File: src/rtl/irq_ctrl_if.sv
// Special-register bus between the core's special-register block and irq_ctrl.
// The master drives select/write data; the slave returns combinational read data.
interface irq_ctrl_if;
    logic        sr_ie;
    logic [15:0] sr_sel;
    logic [15:0] sr_in;
    logic [15:0] sr_out;

    modport master (output sr_ie, output sr_sel, output sr_in, input sr_out);
    modport slave  (input sr_ie, input sr_sel, input sr_in, output sr_out);
endinterface

File: src/rtl/irq_ctrl.sv
// Multi-source interrupt controller: edge-latched pending bits, mask, fixed priority,
// single registered request to the special registers. Define IRQ_SYNC_EN to add a 2-flop input synchronizer.
//
// state     | meaning
// ----------+-----------------------------------------------------------
// S_IDLE    | no request outstanding; waiting for irq_en and a masked-in pending source
// S_REQ     | irq_out high, cur_src frozen, waiting for irq_ack
// S_SVC     | handler running; waiting for irq_en to be seen low
// S_SVC_LOW | irq_en seen low; waiting for it to return high before arbitrating again
module irq_ctrl #(
    parameter int NSRC    = 8,
    parameter int SR_MASK = 5,
    parameter int SR_PEND = 6,
    parameter int SR_SRC  = 7
) (
    input  logic            clk,
    input  logic            rst_n,
    input  logic [NSRC-1:0] irq_src,
    input  logic            irq_en,
    input  logic            irq_ack,
    output logic            irq_out,
    irq_ctrl_if.slave       sr
);

    typedef enum logic [1:0] {
        S_IDLE    = 2'd0,
        S_REQ     = 2'd1,
        S_SVC     = 2'd2,
        S_SVC_LOW = 2'd3
    } state_t;

    state_t          state;
    state_t          state_n;
    logic [NSRC-1:0] src_s;
    logic [NSRC-1:0] prev_src;
    logic [NSRC-1:0] pending;
    logic [NSRC-1:0] pending_n;
    logic [NSRC-1:0] mask;
    logic [NSRC-1:0] active;
    logic [NSRC-1:0] ack_clr;
    logic [NSRC-1:0] pend_clr;
    logic [3:0]      winner;
    logic [3:0]      cur_src;
    logic [3:0]      cur_src_n;
    logic            irq_out_n;
    logic            ack_take;
    logic            mask_we;
    logic            pend_we;

`ifdef IRQ_SYNC_EN
    logic [NSRC-1:0] sync_1;
    logic [NSRC-1:0] sync_2;

    always_ff @(posedge clk or negedge rst_n) begin
        if (!rst_n) begin
            sync_1 <= '0;
            sync_2 <= '0;
        end else begin
            sync_1 <= irq_src;
            sync_2 <= sync_1;
        end
    end

    assign src_s = sync_2;
`else
    assign src_s = irq_src;
`endif

    assign mask_we = sr.sr_ie && (sr.sr_sel == 16'(SR_MASK));
    assign pend_we = sr.sr_ie && (sr.sr_sel == 16'(SR_PEND));
    assign active  = pending & mask;

    // Scan downwards so the lowest set index is the last one written.
    always_comb begin
        winner = '0;
        for (int i = NSRC - 1; i >= 0; i--) begin
            if (active[i]) begin
                winner = 4'(i);
            end
        end
    end

    always_comb begin
        state_n   = state;
        irq_out_n = irq_out;
        cur_src_n = cur_src;
        ack_take  = 1'b0;
        case (state)
            S_IDLE: begin
                if (irq_en && (active != '0)) begin
                    cur_src_n = winner;
                    irq_out_n = 1'b1;
                    state_n   = S_REQ;
                end
            end
            S_REQ: begin
                irq_out_n = 1'b1;
                if (irq_ack) begin
                    irq_out_n = 1'b0;
                    ack_take  = 1'b1;
                    state_n   = S_SVC;
                end
            end
            S_SVC: begin
                if (!irq_en) begin
                    state_n = S_SVC_LOW;
                end
            end
            S_SVC_LOW: begin
                if (irq_en) begin
                    state_n = S_IDLE;
                end
            end
            default: begin
                state_n   = S_IDLE;
                irq_out_n = 1'b0;
            end
        endcase
    end

    always_comb begin
        ack_clr = '0;
        for (int i = 0; i < NSRC; i++) begin
            ack_clr[i] = ack_take && (4'(i) == cur_src);
        end
    end

    // A fresh edge is OR-ed in after clearing, so it survives both W1C and the ack clear.
    assign pend_clr  = ack_clr | (pend_we ? sr.sr_in[NSRC-1:0] : '0);
    assign pending_n = (pending & ~pend_clr) | (src_s & ~prev_src);

    always_ff @(posedge clk or negedge rst_n) begin
        if (!rst_n) begin
            state <= S_IDLE;
        end else begin
            state <= state_n;
        end
    end

    always_ff @(posedge clk or negedge rst_n) begin
        if (!rst_n) begin
            irq_out  <= 1'b0;
            cur_src  <= '0;
            prev_src <= '0;
            pending  <= '0;
            mask     <= '0;
        end else begin
            irq_out  <= irq_out_n;
            cur_src  <= cur_src_n;
            prev_src <= src_s;
            pending  <= pending_n;
            if (mask_we) begin
                mask <= sr.sr_in[NSRC-1:0];
            end
        end
    end

    always_comb begin
        sr.sr_out = '0;
        if (sr.sr_sel == 16'(SR_MASK)) begin
            sr.sr_out[NSRC-1:0] = mask;
        end else if (sr.sr_sel == 16'(SR_PEND)) begin
            sr.sr_out[NSRC-1:0] = pending;
        end else if (sr.sr_sel == 16'(SR_SRC)) begin
            sr.sr_out[3:0] = cur_src;
        end
    end

endmodule

File: src/flat_wrapper.sv
// flat-port wrapper written by rule: the top's interface ports become plain ports
module irq_ctrl_flat 
#(
    parameter int NSRC    = 8,
    parameter int SR_MASK = 5,
    parameter int SR_PEND = 6,
    parameter int SR_SRC  = 7
)
  (clk, rst_n, irq_src, irq_en, irq_ack, irq_out, sr_sr_ie, sr_sr_sel, sr_sr_in, sr_sr_out);
  irq_ctrl_if sr_i ();
  input  logic clk;
  input  logic rst_n;
  input  logic [NSRC-1:0] irq_src;
  input  logic irq_en;
  input  logic irq_ack;
  output logic irq_out;
  input wire logic [$bits(sr_i.sr_ie)-1:0] sr_sr_ie;
  input wire logic [$bits(sr_i.sr_sel)-1:0] sr_sr_sel;
  input wire logic [$bits(sr_i.sr_in)-1:0] sr_sr_in;
  output wire logic [$bits(sr_i.sr_out)-1:0] sr_sr_out;
  assign sr_i.sr_ie = sr_sr_ie;
  assign sr_i.sr_sel = sr_sr_sel;
  assign sr_i.sr_in = sr_sr_in;
  assign sr_sr_out = sr_i.sr_out;
  irq_ctrl #(.NSRC(NSRC), .SR_MASK(SR_MASK), .SR_PEND(SR_PEND), .SR_SRC(SR_SRC)) u_core (.clk(clk), .rst_n(rst_n), .irq_src(irq_src), .irq_en(irq_en), .irq_ack(irq_ack), .irq_out(irq_out), .sr(sr_i));
endmodule
File: config.mk
export PLATFORM = sky130hd
export DESIGN_NAME = irq_ctrl_flat
export DESIGN_NICKNAME = d
export VERILOG_FILES = /design/src/rtl/irq_ctrl_if.sv /design/src/rtl/irq_ctrl.sv /design/src/flat_wrapper.sv
export SDC_FILE = /design/constraint.sdc
export NUM_CORES = 1
export LEC_CHECK = 0
export CAP_MARGIN = 20
export CORE_AREA = 4 4 74 59
export CTS_CLUSTER_DIAMETER = 50
export DETAILED_ROUTE_END_ITERATION = 12
export DIE_AREA = 0 0 78 63
export PLACE_DENSITY_LB_ADDON = 0.05
export SLEW_MARGIN = 40
export SYNTH_ARGS = -nofsm -noshare
export SYNTH_HDL_FRONTEND = slang
export SYNTH_SLANG_ARGS = --single-unit
export TNS_END_PERCENT = 5
File: constraint.sdc
create_clock -name clk -period 3.3 [get_ports clk]
set_input_delay 0.825 -clock clk [delete_from_list [all_inputs] [get_ports clk]]
set_output_delay 0.825 -clock clk [all_outputs]
set_load 0.02 [all_outputs]
Word-level counts from Yosys, hierarchy flattened
Cells that the tools add are included.
{"block": "classes", "n_eq_ne": 17, "muxes": 23, "n_reduce_logical": 18, "bitwise": 7}
{"operator": "$eq 16x3->1 const B", "count": 3}
{"operator": "$mux 4", "count": 10}
{"operator": "$and 8x8->8", "count": 3}
{"operator": "$eq 3x4->1 const A", "count": 4}
{"operator": "$mux 8", "count": 2}
{"operator": "$not 8->8", "count": 2}
{"operator": "$or 8x8->8", "count": 2}
{"operator": "$logic_and 1x1->1", "count": 11}
{"operator": "$eq 2x4->1 const A", "count": 2}
{"operator": "$mux 2", "count": 4}
{"operator": "$pmux 2 s4", "count": 1}
{"operator": "$reduce_bool 8->1", "count": 1}
{"operator": "$ne 2x2->1 const B", "count": 3}
{"operator": "$eq 1x4->1 const A", "count": 1}
{"operator": "$eq 2x2->1 const B", "count": 2}
{"operator": "$logic_not 4->1", "count": 1}
{"operator": "$mux 1", "count": 4}
{"operator": "$reduce_and 2->1", "count": 2}
{"operator": "$reduce_and 4->1", "count": 1}
{"operator": "$mux 3", "count": 1}
{"operator": "$eq 2x1->1 const B", "count": 1}
{"operator": "$logic_not 2->1", "count": 1}
{"operator": "$ne 2x1->1 const B", "count": 1}
{"operator": "$pmux 1 s2", "count": 1}
{"operator": "$reduce_bool 2->1", "count": 1}
{"block": "totals", "register_bits": 31, "word_cells": 71, "output_inout_bits": 17}

Logic depth before layout (Yosys ltp)
{"block": "logic_depth", "word_depth": 9, "ltp_mapped": 6, "ltp_nobuf": 6}

Least setup slack after synthesis
Ideal clock, no wire load.
{"block": "synth_timing", "path_kind": "input to output", "start": "input sr_sr_sel[10]", "end": "output sr_sr_out[0]", "cell_stages": 4, "path_slack_ns": 0.524, "arrival_time_ns": 1.951, "path_buffers": 1, "cell_sequence": "nor4_1 nand4_2 clkbuf_1 nor2_1"}
{"block": "synth_between", "elab_chain_len": 4, "word_cells_on_any_way": 6, "cone_classes": "eq/ne (3); mux (3)"}
{"item": "from (decl)", "line_no": "flat_wrapper.sv:18", "rtl": "input wire logic [$bits(sr_i.sr_sel)-1:0] sr_sr_sel;"}
{"item": "$eq 16x3->1", "line_no": "irq_ctrl.sv:164", "rtl": "end else if (sr.sr_sel == 16'(SR_SRC)) begin"}
{"item": "$mux 4", "line_no": "irq_ctrl.sv:164"}
{"item": "$mux 4", "line_no": "irq_ctrl.sv:162", "rtl": "end else if (sr.sr_sel == 16'(SR_PEND)) begin"}
{"item": "$mux 8 (*)", "line_no": "irq_ctrl.sv:160", "rtl": "if (sr.sr_sel == 16'(SR_MASK)) begin"}
{"item": "to (decl)", "line_no": "flat_wrapper.sv:20", "rtl": "output wire logic [$bits(sr_i.sr_out)-1:0] sr_sr_out;"}
Mark *: on every way between the ends. The rest lies on a longest branch, timed or not.

Worst setup path after layout
{"block": "layout_timing", "start": "input sr_sr_sel[6]", "end": "output sr_sr_out[4]"}
{"block": "layout_between", "elab_chain_len": 3, "word_cells_on_any_way": 4, "cone_classes": "eq/ne (2); mux (2)"}
{"item": "$eq 16x3->1", "line_no": "irq_ctrl.sv:162"}
{"item": "$mux 4", "line_no": "irq_ctrl.sv:162"}
{"item": "$mux 8 (*)", "line_no": "irq_ctrl.sv:160"}
Marks and branches as above.

==> results_tabular.tex <==
\begin{tabular}{lr}
\hline
Metric & Value \\
\hline
\multicolumn{2}{l}{\textbf{Finish}} \\
\quad Final Instance Area & approximately 0.0023 mm2 \\
\quad Number of cells in the finished layout apart from fillers & between 200 and 300 \\
\quad Final net count & about 270 \\
\quad Fraction of layout instances using a drive strength above 1 & 16.4\% \\
\quad Number of antenna repair diodes & 0 \\
\quad Synth-to-layout area growth & 38.6\% \\
\quad Total of fill cells in the finished design & $\sim$310 \\
\multicolumn{2}{l}{\textbf{Timing}} \\
\quad Worst clock skew on the final layout & between 0.005 and 0.006 ns \\
\quad Number of failing hold endpoints at the final stage & 0 \\
\quad Slew Viols, Final & 0 \\
\quad Clock period minus final worst setup slack & around 3.2 ns \\
\quad Finish-stage setup viols & 0 \\
\quad Unrepaired setup endpoints after global routing & false \\
\quad Crit share post-route & approximately 96\% \\
\quad Highest attainable clock frequency & $\sim$310 MHz \\
\multicolumn{2}{l}{\textbf{Power and ir drop}} \\
\quad Max rail drop VDD & between 0.2 and 0.25 mV \\
\quad P per Cell Area & between 400 and 500 mW/mm2 \\
\quad Leakage Power & between 1 and 1.5 nW \\
\multicolumn{2}{l}{\textbf{Logic synthesis}} \\
\quad Post-synthesis share of cell area spent on xor and xnor gates & 0\% \\
\quad Dominant combinational cell family by area after synthesis & compound AO/OA/AOI/OAI gates \\
\quad Number of enable flip-flop cells after synthesis & 0 \\
\quad Count of unique library cells instantiated by Yosys & 33 \\
\quad Leading cell types by count after synthesis & dfrtp\_1, nor2\_1, mux2\_2 \\
\quad Proportion of synthesized chip area in sequential cells & approximately 45\% \\
\quad Cell Area, Synth & about 0.0017 mm2 \\
\quad Area contributors post-synth & dfrtp\_1, mux2\_2, a22oi\_1 \\
\quad Post-synthesis register bit count & 30 \\
\quad Number of instances in the synthesized netlist & approximately 170 \\
\quad Synth warnings & 0 \\
\quad Synth Flop Type & dfrtp\_1 \\
\quad Cell with the most instances after synthesis & dfrtp\_1 \\
\quad Share of the synthesized area in compound gates (AO/OA/AOI/OAI) & around 20\% \\
\quad Fraction of synthesized area in multiplexers & about a tenth \\
\quad Adder-cell share of the synthesized area & just over 3\% \\
\quad Post-synthesis cell type with the largest combined area & dfrtp\_1 \\
\quad Syn\_area\_per\_cell & 9.94 um2 \\
\quad Post-synthesis simple-gate area fraction & around 15\% \\
\quad Share of the synthesized area in the top cell type & 45.5\% \\
\quad Synth async-reset ratio & 100\% \\
\multicolumn{2}{l}{\textbf{Clock network}} \\
\quad Clock-pin slew of the registers on the worst-case setup and hold paths & $\sim$0.060 ns \\
\quad Number of H-tree levels & 2 \\
\quad Source-to-sink clock delay at the later pin of the worst-skew pair & between 0.2 and 0.3 ns \\
\quad Sink Count & 30 \\
\quad Cts-stage hold buffer count & 0 \\
\quad Inserted Clock Buffers & 5 \\
\quad Cell chosen for the clock root & clkbuf\_8 \\
\quad CTS max path bufs & 2 \\
\quad CTS tree & built \\
\multicolumn{2}{l}{\textbf{Worst setup path}} \\
\quad Critical-path top delay cell & clkdlybuf4s50\_1 \\
\quad Critical path data required time & between 2 and 2.5 ns \\
\quad Number of cells on the worst reg-to-reg path & 4 \\
\quad CP endpoint kind & primary output \\
\quad Type of element launching the critical path & primary input \\
\quad Setup Crit Path Kind & in -> out \\
\quad Slowest stage delay, CP & around 0.40 ns \\
\quad Top fanout value on the critical path & 13 \\
\quad Worst endpoint data arrival time & approximately 2.4 ns \\
\quad Crit-path cells & clkdlybuf4s50\_1 -> nor4\_1 -> nand4\_2 -> buf\_4 -> nor2\_1 -> dlygate4sd2\_1 \\
\multicolumn{2}{l}{\textbf{Placed design}} \\
\quad Routability congestion estimate from global placement & around 0.82 \\
\quad Placed Cells incl. Taps & around 270 \\
\quad Number of port buffers & 45 \\
\quad Hpwl dp & between 3 and 4 mm \\
\quad Post-detailed-placement cell area & roughly 0.0022 mm2 \\
\multicolumn{2}{l}{\textbf{Flow run}} \\
\quad \# Max-Cap Violations & 0 \\
\multicolumn{2}{l}{\textbf{Die}} \\
\quad Die Y-Extent & approximately 63 um \\
\quad Die outline width & $\sim$78 um \\
\quad Number of standard-cell rows in the floorplan & 19 \\
\quad Effective utilization at floorplan & a little under half \\
\quad CORE AREA & 0.00359 mm2 \\
\quad Io pins & 62 \\
\quad Die area & between 0.004 and 0.005 mm2 \\
\multicolumn{2}{l}{\textbf{Detailed routing}} \\
\quad Number of iterations in the first detailed-routing pass & 4 \\
\quad Final wirelength & between 4 and 5 mm \\
\quad Via density per instance & 5.43 \\
\quad Residual antenna-violating net count after detailed routing & 0 \\
\quad Via count & between 1,500 and 2,000 \\
\quad DRC Markers & 0 \\
\quad Per-cell routed wire length & around 15 um \\
\quad Iteration-0 DRC Markers & 73 \\
\multicolumn{2}{l}{\textbf{Hold path}} \\
\quad Number of instances on the worst hold path & 1 \\
\quad Worst hold-check path type & reg -> reg \\
\multicolumn{2}{l}{\textbf{Global routing}} \\
\quad Initial antenna violation count & 0 \\
\quad Number of global-route vias before repair & between 1,500 and 2,000 \\
\quad Global-route total usage across every layer & 18.6\% \\
\quad Wire length of the first global-routing pass & 7.18 mm \\
\quad Largest net degree at the start of global routing & 31 \\
\quad Global route total overflow & 0 \\
\multicolumn{2}{l}{\textbf{Outcome}} \\
\quad Outcome & complete, no violations \\
\hline
\end{tabular}
[where the power goes]
part           switching (mW)  internal [mW]  leakage, nW  total (mW)
clock                   0.136          0.168       0.0482       0.304
combinational           0.127          0.130        0.613       0.257
sequential             0.0264          0.400        0.353       0.426
[path summary, 6_finish.rpt]
check	startpoint	slack, ns	to
worst max-delay path	sr_sr_sel[6]	0.12	sr_sr_out[4]
worst min-delay path	u_core.prev_src[4]$_DFF_PN0_	0.43	u_core.pending[4]$_DFF_PN0_
worst max register to register	u_core.mask[3]$_DFFE_PN0P_	1.55	u_core.state[1]$_DFFE_PN0P_
worst min register to register	u_core.prev_src[4]$_DFF_PN0_	0.43	u_core.pending[4]$_DFF_PN0_
max in group asynchronous	rst_n	2.09	u_core.pending[0]$_DFF_PN0_
min in group asynchronous	rst_n	0.93	u_core.prev_src[1]$_DFF_PN0_
[critical path, delay by kind of cell]
kind,cells,cell delay [ns]
buffers and inverters,3,0.95
AND/OR/NAND/NOR,3,0.58
[registers in the layout (all words and copies together) (netlist names)]
name / flops
u_core.irq_out: 1
u_core.prev_src: 8
u_core.cur_src: 3
u_core.mask: 8
u_core.pending: 8
u_core.state: 2
[final cells by class]
class / instances / area, um2 / share of cell area (%)
Multi-Input combinational cell: 120 / 816 / 35.7
Sequential cell: 30 / 751 / 32.8
Timing Repair Buffer: 56 / 523 / 22.9
Clock buffer: 7 / 86.3 / 3.77
Tap cell: 52 / 65.1 / 2.84
Inverter: 11 / 41.3 / 1.81
Clock inverter: 1 / 5.00 / 0.219
[metrics by stage]
step / util (%) / TNS, ns / setup WS [ns] / hold slack, ns / power (mW)
5_1_grt: 63.7 / 0 / 0.0101 / 0.448 / 1.05
2_1_floorplan: - / 0 / 0.524 / 0.410 / 0.584
4_1_cts: 63.5 / 0 / 0.0961 / 0.432 / 0.991
6_report: 63.7 / 0 / 0.116 / 0.434 / 0.987
3_5_place_dp: 61.3 / -1.21 / -0.169 / 0.423 / 0.688
3_3_place_gp: 61.3 / -1.17 / -0.173 / 0.414 / 0.675
[layer usage]
| layer | track usage, % | wire length (um) | share of wire (%) | up-vias |
|---|---|---|---|---|
| li1 | - | - | - | 707 |
| met1 | 23.5 | 1920 | 45 | 731 |
| met2 | 29.8 | 1970 | 46 | 57 |
| met3 | 6.34 | 300 | 7.1 | 9 |
| met4 | 6.11 | 59 | 1.4 | 0 |
| met5 | 0 | 0 | 0 | - |
[what timing repair did]
item	CTS	global route
cloned	0	0
endpoints found under the setup margin	8	6
setup buffers	0	0
gates resized for setup	8	1
[placed cells by master, fill, tap and decap left out, drive strengths merged, types with 2 or more instances in the layout]
cell type      instances
dlygate4sd2            8
nand3                 11
o21bai                 2
a22oi                 11
nor4                   2
buf                   11
mux2                  13
o22ai                  8
clkdlybuf4s50         37
o21ai                  5
nand2                 11
o31ai                  4
a22o                   4
a21oi                  4
nor2b                  2
nor2                  17
inv                   11
ha                     4
conb                   8
dfrtp                 30
clkbuf                 7
[logic make-up (layout without fill, tap and decap cells)]
kind of cell / Yosys count / after routing
flip-flops: 30 / 30
AO/OA/AOI/OAI: 46 / 46
AND/OR/NAND/NOR: 48 / 48
adder cells (fa/ha/maj): 4 / 4
multiplexers: 14 / 14
other: 1 / 8
buffers and inverters: 23 / 75
Note: power is estimated with default switching activity, not from simulation.
